## src/rtl/dot_product_ctrl.sv

```systemverilog
// Dot-product job controller: streams matching elements out of SRAMs A and B,
// accumulates their products, and writes the sum into an output SRAM.
module dot_product_ctrl #(
    parameter int data_width = 8,
    parameter int addr_width = 4,
    parameter int acc_width  = 2 * data_width + addr_width
) (
    input  logic                  clk,
    input  logic                  Rst,
    input  logic                  Start,
    input  logic [addr_width-1:0] Base_Addr,
    input  logic [addr_width:0]   Length,
    input  logic [addr_width-1:0] Out_Addr,
    output logic                  Chip_Select_AB,
    output logic                  En_Read_AB,
    output logic [addr_width-1:0] Read_Addr_AB,
    input  logic [data_width-1:0] Read_Data_A,
    input  logic [data_width-1:0] Read_Data_B,
    output logic                  Out_Chip_Select,
    output logic                  Out_En_Write,
    output logic [addr_width-1:0] Out_Write_Addr,
    output logic [acc_width-1:0]  Out_Write_Data,
    output logic [acc_width-1:0]  Result,
    output logic                  Busy,
    output logic                  Done
);

    typedef enum logic [2:0] {
        ST_IDLE,
        ST_READ,
        ST_DRAIN,
        ST_WRITE,
        ST_DONE
    } state_t;

    state_t                  state_q, state_d;
    logic [addr_width-1:0]   base_q, base_d;
    logic [addr_width:0]     len_q, len_d;
    logic [addr_width-1:0]   out_addr_q, out_addr_d;
    logic [addr_width:0]     idx_q, idx_d;
    logic [acc_width-1:0]    acc_q, acc_d;
    logic                    valid_q, valid_d;
    logic                    rd_q, rd_d;
    logic [addr_width-1:0]   rd_addr_q, rd_addr_d;
    logic                    wr_q, wr_d;
    logic [addr_width-1:0]   wr_addr_q, wr_addr_d;
    logic [acc_width-1:0]    wr_data_q, wr_data_d;
    logic [acc_width-1:0]    result_q, result_d;
    logic                    busy_q, busy_d;
    logic                    done_q, done_d;
    logic [2*data_width-1:0] prod;

    // Outputs are registered from the next-state decision, so each output
    // register holds the value belonging to the state being entered.
    // idx_q counts reads already issued; the READ cycle that sees idx_q == len_q
    // issues nothing and hands over to DRAIN.
    always_comb begin
        prod       = Read_Data_A * Read_Data_B;
        state_d    = state_q;
        base_d     = base_q;
        len_d      = len_q;
        out_addr_d = out_addr_q;
        idx_d      = idx_q;
        acc_d      = valid_q ? acc_q + acc_width'(prod) : acc_q;
        valid_d    = rd_q;
        rd_d       = 1'b0;
        rd_addr_d  = '0;
        wr_d       = 1'b0;
        wr_addr_d  = '0;
        wr_data_d  = '0;
        result_d   = result_q;
        done_d     = 1'b0;
        case (state_q)
            ST_IDLE: begin
                if (Start) begin
                    base_d     = Base_Addr;
                    len_d      = Length;
                    out_addr_d = Out_Addr;
                    acc_d      = '0;
                    idx_d      = '0;
                    if (Length != '0) begin
                        state_d   = ST_READ;
                        rd_d      = 1'b1;
                        rd_addr_d = Base_Addr;
                        idx_d     = (addr_width + 1)'(1);
                    end else begin
                        state_d   = ST_WRITE;
                        wr_d      = 1'b1;
                        wr_addr_d = Out_Addr;
                        wr_data_d = '0;
                        result_d  = '0;
                    end
                end
            end
            ST_READ: begin
                if (idx_q == len_q) begin
                    state_d = ST_DRAIN;
                end else begin
                    rd_d      = 1'b1;
                    rd_addr_d = base_q + idx_q[addr_width-1:0];
                    idx_d     = idx_q + (addr_width + 1)'(1);
                end
            end
            ST_DRAIN: begin
                state_d   = ST_WRITE;
                wr_d      = 1'b1;
                wr_addr_d = out_addr_q;
                wr_data_d = acc_d;
                result_d  = acc_d;
            end
            ST_WRITE: begin
                state_d = ST_DONE;
                done_d  = 1'b1;
            end
            ST_DONE: begin
                state_d = ST_IDLE;
            end
            default: begin
                state_d = ST_IDLE;
            end
        endcase
        busy_d = (state_d != ST_IDLE);
    end

    // State, job registers and registered outputs; reset aborts any job.
    always_ff @(posedge clk) begin
        if (Rst) begin
            state_q    <= ST_IDLE;
            base_q     <= '0;
            len_q      <= '0;
            out_addr_q <= '0;
            idx_q      <= '0;
            acc_q      <= '0;
            valid_q    <= 1'b0;
            rd_q       <= 1'b0;
            rd_addr_q  <= '0;
            wr_q       <= 1'b0;
            wr_addr_q  <= '0;
            wr_data_q  <= '0;
            result_q   <= '0;
            busy_q     <= 1'b0;
            done_q     <= 1'b0;
        end else begin
            state_q    <= state_d;
            base_q     <= base_d;
            len_q      <= len_d;
            out_addr_q <= out_addr_d;
            idx_q      <= idx_d;
            acc_q      <= acc_d;
            valid_q    <= valid_d;
            rd_q       <= rd_d;
            rd_addr_q  <= rd_addr_d;
            wr_q       <= wr_d;
            wr_addr_q  <= wr_addr_d;
            wr_data_q  <= wr_data_d;
            result_q   <= result_d;
            busy_q     <= busy_d;
            done_q     <= done_d;
        end
    end

    assign Chip_Select_AB  = rd_q;
    assign En_Read_AB      = rd_q;
    assign Read_Addr_AB    = rd_addr_q;
    assign Out_Chip_Select = wr_q;
    assign Out_En_Write    = wr_q;
    assign Out_Write_Addr  = wr_addr_q;
    assign Out_Write_Data  = wr_data_q;
    assign Result          = result_q;
    assign Busy            = busy_q;
    assign Done            = done_q;

endmodule

```

## config.mk

```make
export PLATFORM = sky130hd
export DESIGN_NAME = dot_product_ctrl
export DESIGN_NICKNAME = d
export VERILOG_FILES = /design/src/rtl/dot_product_ctrl.sv
export SDC_FILE = /design/constraint.sdc
export NUM_CORES = 1
export LEC_CHECK = 0
export BUFFER_PORTS_ARGS = -buffer_cell sky130_fd_sc_hd__buf_2
export CAP_MARGIN = 40
export CELL_PAD_IN_SITES_DETAIL_PLACEMENT = 0
export CELL_PAD_IN_SITES_GLOBAL_PLACEMENT = 1
export CORE_MARGIN = 2
export CORE_UTILIZATION = 44
export DETAILED_ROUTE_END_ITERATION = 7
export PLACE_DENSITY = 0.84
export RECOVER_POWER = 100
export SETUP_SLACK_MARGIN = 0.5
export SLEW_MARGIN = 10
export SYNTH_ARGS = -nofsm -noshare
export SYNTH_HDL_FRONTEND = slang
export SYNTH_SLANG_ARGS = --single-unit
```

## constraint.sdc

```tcl
create_clock -name clk -period 5.28 [get_ports clk]
set_input_delay 0.264 -clock clk [delete_from_list [all_inputs] [get_ports clk]]
set_output_delay 0.264 -clock clk [all_outputs]
set_load 0.1 [all_outputs]
```

==> results.cfg <==
[synth]
synth_top_cell_area_share_pct = 30.9
synth_flop_cell = dfxtp_1
yosys_warnings = 0
synthTopCellsByArea = dfxtp_1 (31%), fa_1 (17%), ha_1 (9.3%)
synth.distinct_cells = 58
avgSynthCellArea_um2 = 8.88
seq_area_frac_synth_pct = 30.9
yosysTopAreaCell = dfxtp_1
syn_inst = 685
syn_area_mm2 = 0.00609
syn_nets = 813
ys_ff_latch = 94
synth_edf_count = 0
synthArstFlopShare_pct = 0

[worst_setup_path]
crit_path_cell_trace = inv_1 -> fa_1 -> inv_1 -> fa_1 -> inv_1 -> fa_1 -> fa_1 -> inv_1 -> ha_1 -> o211ai_1 -> o21ai_0 -> a21oi_1 -> a21oi_1 -> or4_1 -> o211ai_1
cp_num_buf_inv = 4
timing.rr.end = Out_Write_Data[16]$_SDFF_PP0_
startpoint_type = flop
crit_slowest_cell = fa_1
cp_max_fo = 5
slowest_delay_ps = 560
timing.rr.start = acc_q[6]$_SDFF_PP0_
rr_worst_depth = 15
cp.required_ps = 5530
r2r_slack_ps = 770
arrival_ps = 4770
endpoint_kind = flop
crit_family = adder cells
crit_type = reg2reg

[power]
p_total_mw = 2.56
power.leakage_nw = 3.19
powerDensity_mw_per_mm2 = 375
ir_worst_vdd_mv = 0.265

[sta]
period_needed_ps = 4510
fin_setup_tns_ps = 0
fin_crit_sh_pct = 85.4
fin_skew_ps = 6.72
worst_slack_ps = 769
worst_pin_slew_ps = 1240
rsz0062_at_grt = no
fmax_ghz = 0.222
relSlewSlack_pct = 17.4
holdWs_ps = 159
finalHoldViolCount = 0
setup_viol_count_final = 0
slew_violations = 0

[cells_and_area]
diodes = 0
final_cell_mix = inv_1 (101), dfxtp_1 (94), nand2_1 (85)
layout_commonest_cell = inv_1
nets = 887
drive_above_1_share_pct = 7.72
area_delta_synth_final_pct = 12.1
final_util_pct = 50.9

[run]
maxCapViolCount = 0

[placed_design]
place_ws_ps = 620
numPortBuffers = 85
globalplace.congestion = 0.823
dpl.hpwl_um = 10900

[global_route]
grt_use_total_pct = 19.8
grt-ovfl-total = 0
grt_max_degree = 26
grt_pass1_vias = 4744
antenna_found_initial = 0
grt_first_pass_wirelength_um = 23100

[floorplanning]
die-area_mm2 = 0.0148
rows = 42
die-height_um = 122
ioPinCount = 86
coreArea_mm2 = 0.0134
start_util_pct = 45.4
die_x_um = 122

[min_path]
hp-class = in2reg
min_to = Busy$_SDFF_PP0_
hp-start = Start
holdPathStages = 2

[detailed_routing]
via_count = 4734
drcViolationCount = 0
drt-wirelength-per-cell_um = 14.4
finalWirelength_um = 13500
drtAntennaViolNets = 0
firstDrtPassIters = 4
drtIter0Drc = 220
vias_per_cell = 5.04

[clock_tree]
cts_resized = 0
clkLatencyLatePin_ps = 350
numCtsBuffers = 9
cts_max_level = 3
cts_setup_buffers = 0
cts_tree = built
cts.sinks = 94
clkTransAtPathRegs_ps = 70
clockBufferDepth = 2
postCtsHoldBufs = 0
root_buffer = clkbuf_16

[run_status]
status = finished, final reports clean
[registers in the layout, summed over array words and instances (netlist names), 3 cells and up]
signal and count:
Out_Write_Addr 4, idx_q 5, Result 20, out_addr_q 4, state_q 3, Read_Addr_AB 4, Out_Write_Data 20, base_q 4
acc_q 20, len_q 5
[layout make-up]
class                      count  area (um^2)
fill                        1299         6580
multi-input combinational    463         3660
timing repair buffer          90          395
inverter                     101          379
clock inverter                 6         55.1
sequential                    94         1880
clock buffer                  10          229
tap                          176          220
[where the power goes]
| part | internal, mW | switching, mW |
|---|---|---|
| clock network | 0.329 | 0.294 |
| registers | 0.744 | 0.0260 |
| logic | 0.442 | 0.726 |
| total | 1.51 | 1.05 |
[worst max path at each step]
stage                              from                            end  cells after the start
finish              acc_q[6]$_SDFF_PP0_  Out_Write_Data[16]$_SDFF_PP0_                     15
global placement         Read_Data_A[3]        Result[15]$_SDFFE_PP0P_                     15
detailed placement       Read_Data_A[3]        Result[15]$_SDFFE_PP0P_                     15
floorplan                Read_Data_A[5]        Result[15]$_SDFFE_PP0P_                     15
CTS                 acc_q[6]$_SDFF_PP0_        Result[15]$_SDFFE_PP0P_                     15
global route        acc_q[6]$_SDFF_PP0_  Out_Write_Data[16]$_SDFF_PP0_                     15
[cells by family after synthesis]
logic type / Yosys count / synth area share [%]
and+or+nand+nor: 220 / 16.7
buffers and inverters: 128 / 8.26
AOI/OAI and AO/OA: 119 / 13.8
adders and majority gates: 96 / 26.0
DFF: 94 / 30.9
xor gates and xnor gates: 18 / 2.59
muxes: 10 / 1.64
[synth_stat cells, drive strengths merged (3+ instances only)]
master,count
a31oi,6
xor2,8
o21a,6
nand2,85
o31a,3
buf,9
fa,51
a21oi,33
o211ai,8
o21ai,22
nor2b,3
mux2i,10
nor2,67
and2,34
xnor2,10
inv,101
dfxtp,94
clkbuf,18
or3,5
a211oi,4
a32oi,4
nor3,8
nand4,3
a2bb2oi,4
ha,45
a21o,17
[per-stage QoR]
stage | cells | cell area [um^2]
6_report | 940 | 6820
2_1_floorplan | 685 | 6090
3_3_place_gp | 922 | 6640
5_1_grt | 940 | 6820
4_1_cts | 940 | 6950
3_5_place_dp | 924 | 6670
[routing by layer]
layer	vias to the layer above	wire length (um)	global-route usage (%)
met4	0	223	6.18
met3	17	571	4.26
met1	2249	6400	27.4
met5	-	0	0
met2	112	6310	31.4
li1	2356	-	-
[worst reg2reg max path, stage by stage (launching register included)]
cell	delay [ps]
dfxtp_1	340
inv_1	80
fa_1	530
inv_1	50
fa_1	500
inv_1	50
fa_1	480
fa_1	560
inv_1	50
ha_1	350
o211ai_1	130
o21ai_0	170
a21oi_1	270
a21oi_1	200
or4_1	540
o211ai_1	120
Note: power is estimated with default switching activity, not from simulation.
